$ cat config.mk
export PLATFORM = sky130hd
export DESIGN_NAME = uart_tx_param
export DESIGN_NICKNAME = d
export VERILOG_FILES = /design/src/rtl/uart_pkg.sv /design/src/rtl/uart_bit_timer.sv /design/src/rtl/uart_tx_param.sv
export SDC_FILE = /design/constraint.sdc
export NUM_CORES = 1
export LEC_CHECK = 0
export ABC_AREA = 1
export BUFFER_PORTS_ARGS = -buffer_cell sky130_fd_sc_hd__buf_4
export CORE_AREA = 5 5 56 58
export DETAILED_ROUTE_END_ITERATION = 10
export DIE_AREA = 0 0 61 63
export PLACE_DENSITY = 0.67
export SYNTH_ARGS = -nofsm -noshare
export SYNTH_HDL_FRONTEND = slang
export SYNTH_SLANG_ARGS = --single-unit
$ cat constraint.sdc
create_clock -name UART_CLK -period 2.17 [get_ports UART_CLK]
set_clock_uncertainty 0.2 [all_clocks]
set_input_delay 0.217 -clock UART_CLK [delete_from_list [all_inputs] [get_ports UART_CLK]]
set_output_delay 0.217 -clock UART_CLK [all_outputs]
set_load 0.05 [all_outputs]
$ cat src/rtl/uart_pkg.sv
// rtl/uart_pkg.sv - shared state encoding and width helpers for the UART transmitter
package uart_pkg;

    // 3-bit encoding leaves illegal codes that the FSM folds back to IDLE
    typedef enum logic [2:0] {
        ST_IDLE  = 3'd0,
        ST_START = 3'd1,
        ST_DATA  = 3'd2,
        ST_STOP  = 3'd3
`ifdef UART_TX_PARITY_EN
        , ST_PARITY = 3'd4
`endif
    } uart_state_e;

    // bit index covers up to 9 data bits and the stop-bit count
    localparam int IDX_W = 4;

    function automatic int cnt_width(input int n);
        return (n > 2) ? $clog2(n) : 1;
    endfunction

endpackage

$ cat src/rtl/uart_bit_timer.sv
// rtl/uart_bit_timer.sv - bit-period counter with a one-cycle bit_done pulse
module uart_bit_timer
    import uart_pkg::*;
#(
    parameter int CLKS_PER_BIT = 16
) (
    input  logic UART_CLK,
    input  logic nRST,
    input  logic restart,
    output logic bit_done
);

    localparam int CNT_W = cnt_width(CLKS_PER_BIT);
    localparam logic [CNT_W-1:0] CNT_LAST = CNT_W'(CLKS_PER_BIT - 1);

    logic [CNT_W-1:0] cnt_q;

    assign bit_done = !restart && (cnt_q == CNT_LAST);

    always_ff @(posedge UART_CLK or negedge nRST) begin
        if (!nRST) begin
            cnt_q <= '0;
        end else if (restart || bit_done) begin
            cnt_q <= '0;
        end else begin
            cnt_q <= cnt_q + 1'b1;
        end
    end

endmodule

$ cat src/rtl/uart_tx_param.sv
// rtl/uart_tx_param.sv - parameterised UART transmitter; parity bit enabled by UART_TX_PARITY_EN
module uart_tx_param
    import uart_pkg::*;
#(
    parameter int DATA_BITS    = 8,
    parameter int CLKS_PER_BIT = 16,
    parameter int STOP_BITS    = 1,
    parameter int PARITY_ODD   = 0
) (
    input  logic                 UART_CLK,
    input  logic                 nRST,
    input  logic [DATA_BITS-1:0] TX_Data,
    input  logic                 TX_Valid,
    output logic                 TX_Ready,
    output logic                 TX_Busy,
    output logic                 UART_TX
);

    if (DATA_BITS < 5 || DATA_BITS > 9 || CLKS_PER_BIT < 2 || CLKS_PER_BIT > 65535 ||
        STOP_BITS < 1 || STOP_BITS > 2 || PARITY_ODD < 0 || PARITY_ODD > 1) begin : g_bad_params
        $error("uart_tx_param: illegal parameter value");
    end

    localparam logic [IDX_W-1:0] DATA_LAST = IDX_W'(DATA_BITS - 1);
    localparam logic [IDX_W-1:0] STOP_LAST = IDX_W'(STOP_BITS - 1);

    uart_state_e          state_q, state_d;
    logic [DATA_BITS-1:0] shift_q, shift_d;
    logic [IDX_W-1:0]     idx_q, idx_d;
    logic                 ready_q, tx_q, tx_d;
    logic                 bit_done;
    logic                 transfer;

    assign transfer = TX_Valid && ready_q;
    assign TX_Ready = ready_q;
    assign TX_Busy  = (state_q != ST_IDLE);
    assign UART_TX  = tx_q;

    uart_bit_timer #(.CLKS_PER_BIT(CLKS_PER_BIT)) u_bit_timer (
        .UART_CLK (UART_CLK),
        .nRST     (nRST),
        .restart  (state_q == ST_IDLE),
        .bit_done (bit_done)
    );

`ifdef UART_TX_PARITY_EN
    logic par_q;

    always_ff @(posedge UART_CLK or negedge nRST) begin
        if (!nRST) begin
            par_q <= 1'b0;
        end else if (transfer) begin
            par_q <= (^TX_Data) ^ (PARITY_ODD != 0);
        end
    end
`endif

    always_comb begin
        state_d = state_q;
        shift_d = shift_q;
        idx_d   = idx_q;
        case (state_q)
            ST_IDLE: begin
                if (transfer) begin
                    state_d = ST_START;
                    shift_d = TX_Data;
                    idx_d   = '0;
                end
            end
            ST_START: begin
                if (bit_done) state_d = ST_DATA;
            end
            ST_DATA: begin
                if (bit_done) begin
                    shift_d = shift_q >> 1;
                    if (idx_q == DATA_LAST) begin
                        idx_d = '0;
`ifdef UART_TX_PARITY_EN
                        state_d = ST_PARITY;
`else
                        state_d = ST_STOP;
`endif
                    end else begin
                        idx_d = idx_q + 1'b1;
                    end
                end
            end
`ifdef UART_TX_PARITY_EN
            ST_PARITY: begin
                if (bit_done) state_d = ST_STOP;
            end
`endif
            ST_STOP: begin
                if (bit_done) begin
                    if (idx_q == STOP_LAST) begin
                        idx_d   = '0;
                        state_d = ST_IDLE;
                    end else begin
                        idx_d = idx_q + 1'b1;
                    end
                end
            end
            default: begin
                state_d = ST_IDLE;
                idx_d   = '0;
            end
        endcase

        // line is registered, so it is decoded from the state being entered
        tx_d = 1'b1;
        case (state_d)
            ST_START:  tx_d = 1'b0;
            ST_DATA:   tx_d = shift_d[0];
`ifdef UART_TX_PARITY_EN
            ST_PARITY: tx_d = par_q;
`endif
            default:   tx_d = 1'b1;
        endcase
    end

    always_ff @(posedge UART_CLK or negedge nRST) begin
        if (!nRST) begin
            state_q <= ST_IDLE;
            shift_q <= '0;
            idx_q   <= '0;
            ready_q <= 1'b0;
            tx_q    <= 1'b1;
        end else begin
            state_q <= state_d;
            shift_q <= shift_d;
            idx_q   <= idx_d;
            ready_q <= (state_d == ST_IDLE);
            tx_q    <= tx_d;
        end
    end

endmodule

---- Word level (Yosys, flattened, before mapping) ----
Cells that the tools add are included.
operators by class
  add/subtract/negate cells ............... 2
  multipliers ............................. 0
  div/mod/pow operators ................... 0
  $lt $le $gt $ge ......................... 0
  equal/unequal tests ..................... 10
  shifts and indexed selects .............. 0
  mux-type cells .......................... 18
  bitwise operators ....................... 1
  reductions and logical operators ........ 11
operators with widths
  kind                                           count
  2-to-1 mux 4 bit                               6
  2-to-1 mux 3 bit                               6
  2-to-1 mux 8 bit                               2
  one-hot mux 4 bit (4 select lines)             1
  one-hot mux 8 bit (2 select lines)             1
  one-hot mux 3 bit (4 select lines)             1
  == test 3 x 2 -> 1 bit, second input constant  3
  adder 4 x 1 -> 4 bit, second input constant    2
  == test 3 x 1 -> 1 bit, second input constant  2
  logical NOT 3 bit                              2
  == test 4 x 3 -> 1 bit, second input constant  1
  == test 4 bit, second input constant           1
  logical NOT 4 bit                              1
  != test 2 x 1 -> 1 bit, second input constant  2
  AND reduction 4 bit                            1
  AND reduction 3 bit                            1
  nonzero test 3 bit                             1
  logical AND 1 bit                              2
  != test 2 bit, second input constant           1
  one-hot mux 1 bit (2 select lines)             1
  nonzero test 2 bit                             1
  logical NOT 1 bit                              1
  logical OR 1 bit                               1
  NOT 1 bit                                      1
word-level totals
  register bits after elaboration ......... 21
  latch bits .............................. 0
  memory bits (writable) .................. 0
  bits in read-only memories .............. 0
  bits of input ports ..................... 11
  output and inout port bits .............. 3
  word-level logic and storage cells ...... 49
  memories kept ........................... 0

---- Depth between registers and ports, before layout ----
  depth in word-level cells ............... 7
  mapped depth ............................ 10
  depth with buffers taken out ............ 10

---- Modules after synthesis ----
From an unflattened synthesis, not the netlist that was laid out.
second synthesis, totals
  cell total of the unflattened synthesis .. 146
  area total of the unflattened synthesis .. 1157.4 um^2
by module, submodules not included
  module          times used  cells each  area an instance (um^2)  seq. area each (um^2)
  uart_tx_param   1           127         963.4                    426.7
  uart_bit_timer  1           19          193.9                    100.1

---- Least setup slack after synthesis ----
OpenSTA, ideal clock, no wires.
  kind .................................... register to register
  from .................................... reg ready_q (netlist: TX_Ready)
  to ...................................... reg idx_q[1]
  setup time .............................. 0.074 ns
  arrival ................................. 1.430 ns
  data required time ...................... 1.896 ns
  slack ................................... 0.466 ns
  stages on the path, launching flop included .. 9
  path buffers ............................ 0
  period minus slack after synthesis ...... 1.704 ns
  path through ............................ dfrtp_1 -> nand2_1 -> inv_1 -> nor2_2 -> nor2_2 -> nand3_2 -> inv_2 -> nand2_1 -> o21ai_2
on the way
  word-level cells in the longest chain between the ends .. 3
RTL lines
  item                           RTL line              text
  from (decl)                    uart_tx_param.sv:30   logic ready_q, tx_q, tx_d;
  from (signal assigned)         uart_tx_param.sv:132  ready_q <= (state_d == ST_IDLE);
  logical AND 1 bit              uart_tx_param.sv:34   assign transfer = TX_Valid && ready_q;
  != test 2 bit (no line)        --
  AND reduction 4 bit (no line)  --
  to (signal assigned)           uart_tx_param.sv:131  idx_q <= idx_d;
  to (decl)                      uart_tx_param.sv:29   logic [IDX_W-1:0] idx_q, idx_d;
Every way passes these cells.
A chain may end at the register's enable or synchronous reset.

---- Worst setup path in the final report ----
  from .................................... reg idx_q[0]
  to ...................................... reg tx_q (netlist: UART_TX)
on the way
  word-level cells in the longest chain between the ends .. 6
  elaborated cells on any way between the ends .. 10
  classes of those cells .................. eq/ne: 3; mux: 6; reduce/logical: 1
RTL lines
  item                                                              RTL line                                  text
  == test 4 x 3 -> 1 bit or logical NOT 4 bit (tied branches)       uart_tx_param.sv:76, uart_tx_param.sv:95
  2-to-1 mux 3 bit, on equally long branches                        uart_tx_param.sv:76, uart_tx_param.sv:95
  2-to-1 mux 3 bit, on equally long branches                        uart_tx_param.sv:74, uart_tx_param.sv:94
  one-hot mux 3 bit (4 select lines) *                              uart_tx_param.sv:62                       case (state_q)
  net state_d[0]                                                    uart_tx_param.sv:27                       uart_state_e state_q, state_d;
  == test 3 x 2 -> 1 bit or == test 3 x 1 -> 1 bit (tied branches)  uart_tx_param.sv:111                      case (state_d)
  one-hot mux 1 bit (2 select lines) *                              uart_tx_param.sv:111
  net tx_d                                                          uart_tx_param.sv:30
  to (signal assigned)                                              uart_tx_param.sv:133                      tx_q <= tx_d;
  to (decl)                                                         uart_tx_param.sv:30
Mark *: on every way through the listed nets, which the timed path passes. The rest lies on a longest branch.

==> impl_metrics.yaml <==
run_status:
  status: "completed"
synth:
  yosysTopAreaCell: "dfrtp_1"
  ys.flop_type: "dfrtp_1"
  syn_nets: 159
  synth-seq-cells: 21
  yosys_warnings: 0
  synth_cell_type_count: 24
  synth-edff-count: 0
  avgSynthCellArea_um2: 8.30
  yosysSeqAreaShare_pct: 43.8
  ys_async_sr_fraction_pct: 100
  synth_cells: 145
  synth_area_um2: 1200
  yosys-top-cells-area: "dfrtp_1 (42%), nand2_1 (10%), nor2_1 (5.6%)"
  synth_top_area_share_pct: 41.6
clock_tree:
  htreeDepth: 1
  numCtsBuffers: 3
  clockBufferDepth: 2
  clockRootBuffer: "clkbuf_4"
  cts_resized: 0
  cts_tree: "yes"
  clock_latency_ns: 0.31
  cts_sinks: 21
  post-cts-setup-buffers: 0
  cts.clk_slew.worst_paths_ns: 0.12
timing:
  slew_viol_final: 0
  max_freq_mhz: 561
  finalCritPeriodShare_pct: 82.1
  fin_crit_ns: 1.78
  setup_tns_ns: 0
  whs_ns: 0.101
  rsz0062_at_grt: "false"
  finalSetupViolCount: 0
  hold_viol: 0
drt:
  drc: 0
  drt.antenna.violating_nets: 0
  firstDrtPassIters: 4
  route.vias.total: 1026
  wl_per_cell_um: 12.0
  via_per_inst: 5.08
  drt-total-wl_mm: 2.42
  drtIter0Drc: 21
floorplan:
  fp.dieW_um: 61
  num_rows: 19
  start_util_pct: 46.0
  pin_count: 14
  fp.dieH_um: 63
  fp.dieArea_um2: 3840
  core_um2: 2620
critical_path:
  start_kind: "flip-flop"
  crit_path_max_fanout: 6
  crit_type: "flip-flop to flip-flop"
  worst_setup_path_end_kind: "flip-flop"
  crit_required_ns: 2.23
  cp.arrival_ns: 1.84
grt:
  grt_pass1_wl_mm: 4.32
  grt_pass1_vias: 1012
  top_usage_layer: "met2"
  met1_usage_pct: 18.7
  grtUsageMet2_pct: 24.5
  grt_max_degree: 22
  grt_antenna_before_repair: 0
  met3_usage_pct: 3.10
  grtUsageTotal_pct: 14.7
  overflow: 0
pwr:
  clockPowerShare_pct: 21.1
  p_leak_nw: 0.747
  p_comb_share_pct: 25.6
  netSwitchingFraction_pct: 33.2
  ir_drop_uv: 528
  seq_power_share_pct: 53.3
  switching_power_mw: 0.313
  internal_power_mw: 0.631
  pwr_density_cell_nw_per_um2: 648
finish:
  drive_gt1_share_pct: 25.1
  final_cell_mix: "nand2_1 (33), dfrtp_1 (20), nor2_1 (18), inv_1 (14)"
  final_cells: 202
  postLayoutCoreUtil_pct: 55.7
  nFillCells: 259
  finalNetCount: 186
  syn2layout_area_growth_pct: 21.1
  antenna_cells: 0
  multi_input_area_um2: 609
  seq_area_um2: 527
  layout_commonest_cell: "nand2_1"
placed_design:
  dpl.cell_count: 189
  gp_congestion: 0.897
  dp_hpwl_mm: 1.80
  port_buffers: 13
job:
  maxCapViolations: 0
min_path:
  hold_class: "input port to async pin"
## worst max-delay path: stages (launching register included)
cell	delay [ns]
dfrtp_1	0.47
inv_1	0.11
ha_1	0.15
nand2_1	0.13
o21ai_0	0.28
nand3_2	0.15
nor2_1	0.11
nand2_1	0.05
nand2_1	0.07
## logic make-up after synthesis
family,Yosys count,share of synthesized area (%)
XOR/XNOR,2,1.46
buffers and inverters,18,5.61
flip-flops,21,43.8
AO/OA/AOI/OAI,14,8.42
other,1,0.312
AND/OR/NAND/NOR,86,37.3
adder cells (fa/ha/maj),3,3.12
## routing by layer
metal	share of wire, %	wire length [um]
met5	0	0
met3	2.8	69
met2	53	1280
met4	1.1	27
met1	43	1050
## power groups by stage
stage / Clock [mW] / Sequential [mW] / Combinational (mW)
after floorplan: 0 / 0.523 / 0.149
after global placement: 0 / 0.509 / 0.223
after detailed placement: 0 / 0.512 / 0.232
after CTS: 0.197 / 0.503 / 0.246
after global routing: 0.219 / 0.514 / 0.271
final: 0.199 / 0.503 / 0.242
## layout make-up
cell class / count / area share (%)
multi-input cells: 106 / 41.8
flip-flops and latches: 21 / 36.1
repair buffers: 22 / 12.9
inverters: 18 / 4.64
well taps: 31 / 2.66
clock buffers: 3 / 1.55
clock inverters: 1 / 0.343
## state kept, by name, indices dropped and copies added, names as in the netlist
| signal | count |
|---|---|
| UART_TX | 1 |
| state_q | 3 |
| shift_q | 8 |
| idx_q | 4 |
| u_bit_timer.cnt_q | 4 |
| TX_Ready | 1 |
## Yosys cell counts (2+ instances only)
library cell	number
dfrtp_1	20
nor2_1	18
nand2_2	6
o21ai_0	5
nand3_2	3
nor2_4	3
xor2_1	2
nand2_1	33
inv_1	14
inv_2	4
nor2_2	3
ha_1	3
o21ai_2	2
nand3_1	13
nand2_4	3
o221ai_1	5
## path summary, 6_finish.rpt
check                                startpoint              endpoint  slack (ns)  depth (start not counted)
setup / recovery                       idx_q[0]               UART_TX        0.39                          8
hold / removal                             nRST  u_bit_timer.cnt_q[3]        0.10                          2
setup reg to reg                       idx_q[0]               UART_TX        0.39                          8
hold reg to reg            u_bit_timer.cnt_q[0]  u_bit_timer.cnt_q[0]        0.28                          1
max in group asynchronous                  nRST               UART_TX        1.39                          2
min in group UART_CLK                  TX_Valid            shift_q[7]        0.22                          5
## stage by stage
step | power [mW] | area (um2) | worst slack, ns
2_1_floorplan | 0.672 | 1200 | 0.466
3_3_place_gp | 0.732 | 1340 | 0.468
3_5_place_dp | 0.744 | 1340 | 0.426
4_1_cts | 0.946 | 1460 | 0.402
5_1_grt | 1.00 | 1460 | 0.250
6_report | 0.945 | 1460 | 0.389
## timing repair
action | 4_1_cts | 5_1_grt
hold buffers | 9 | 0
hold endpoints to repair | 29 | 0
endpoints found under the setup margin | 0 | 0
No activity file was read; power rests on OpenSTA's default activity.
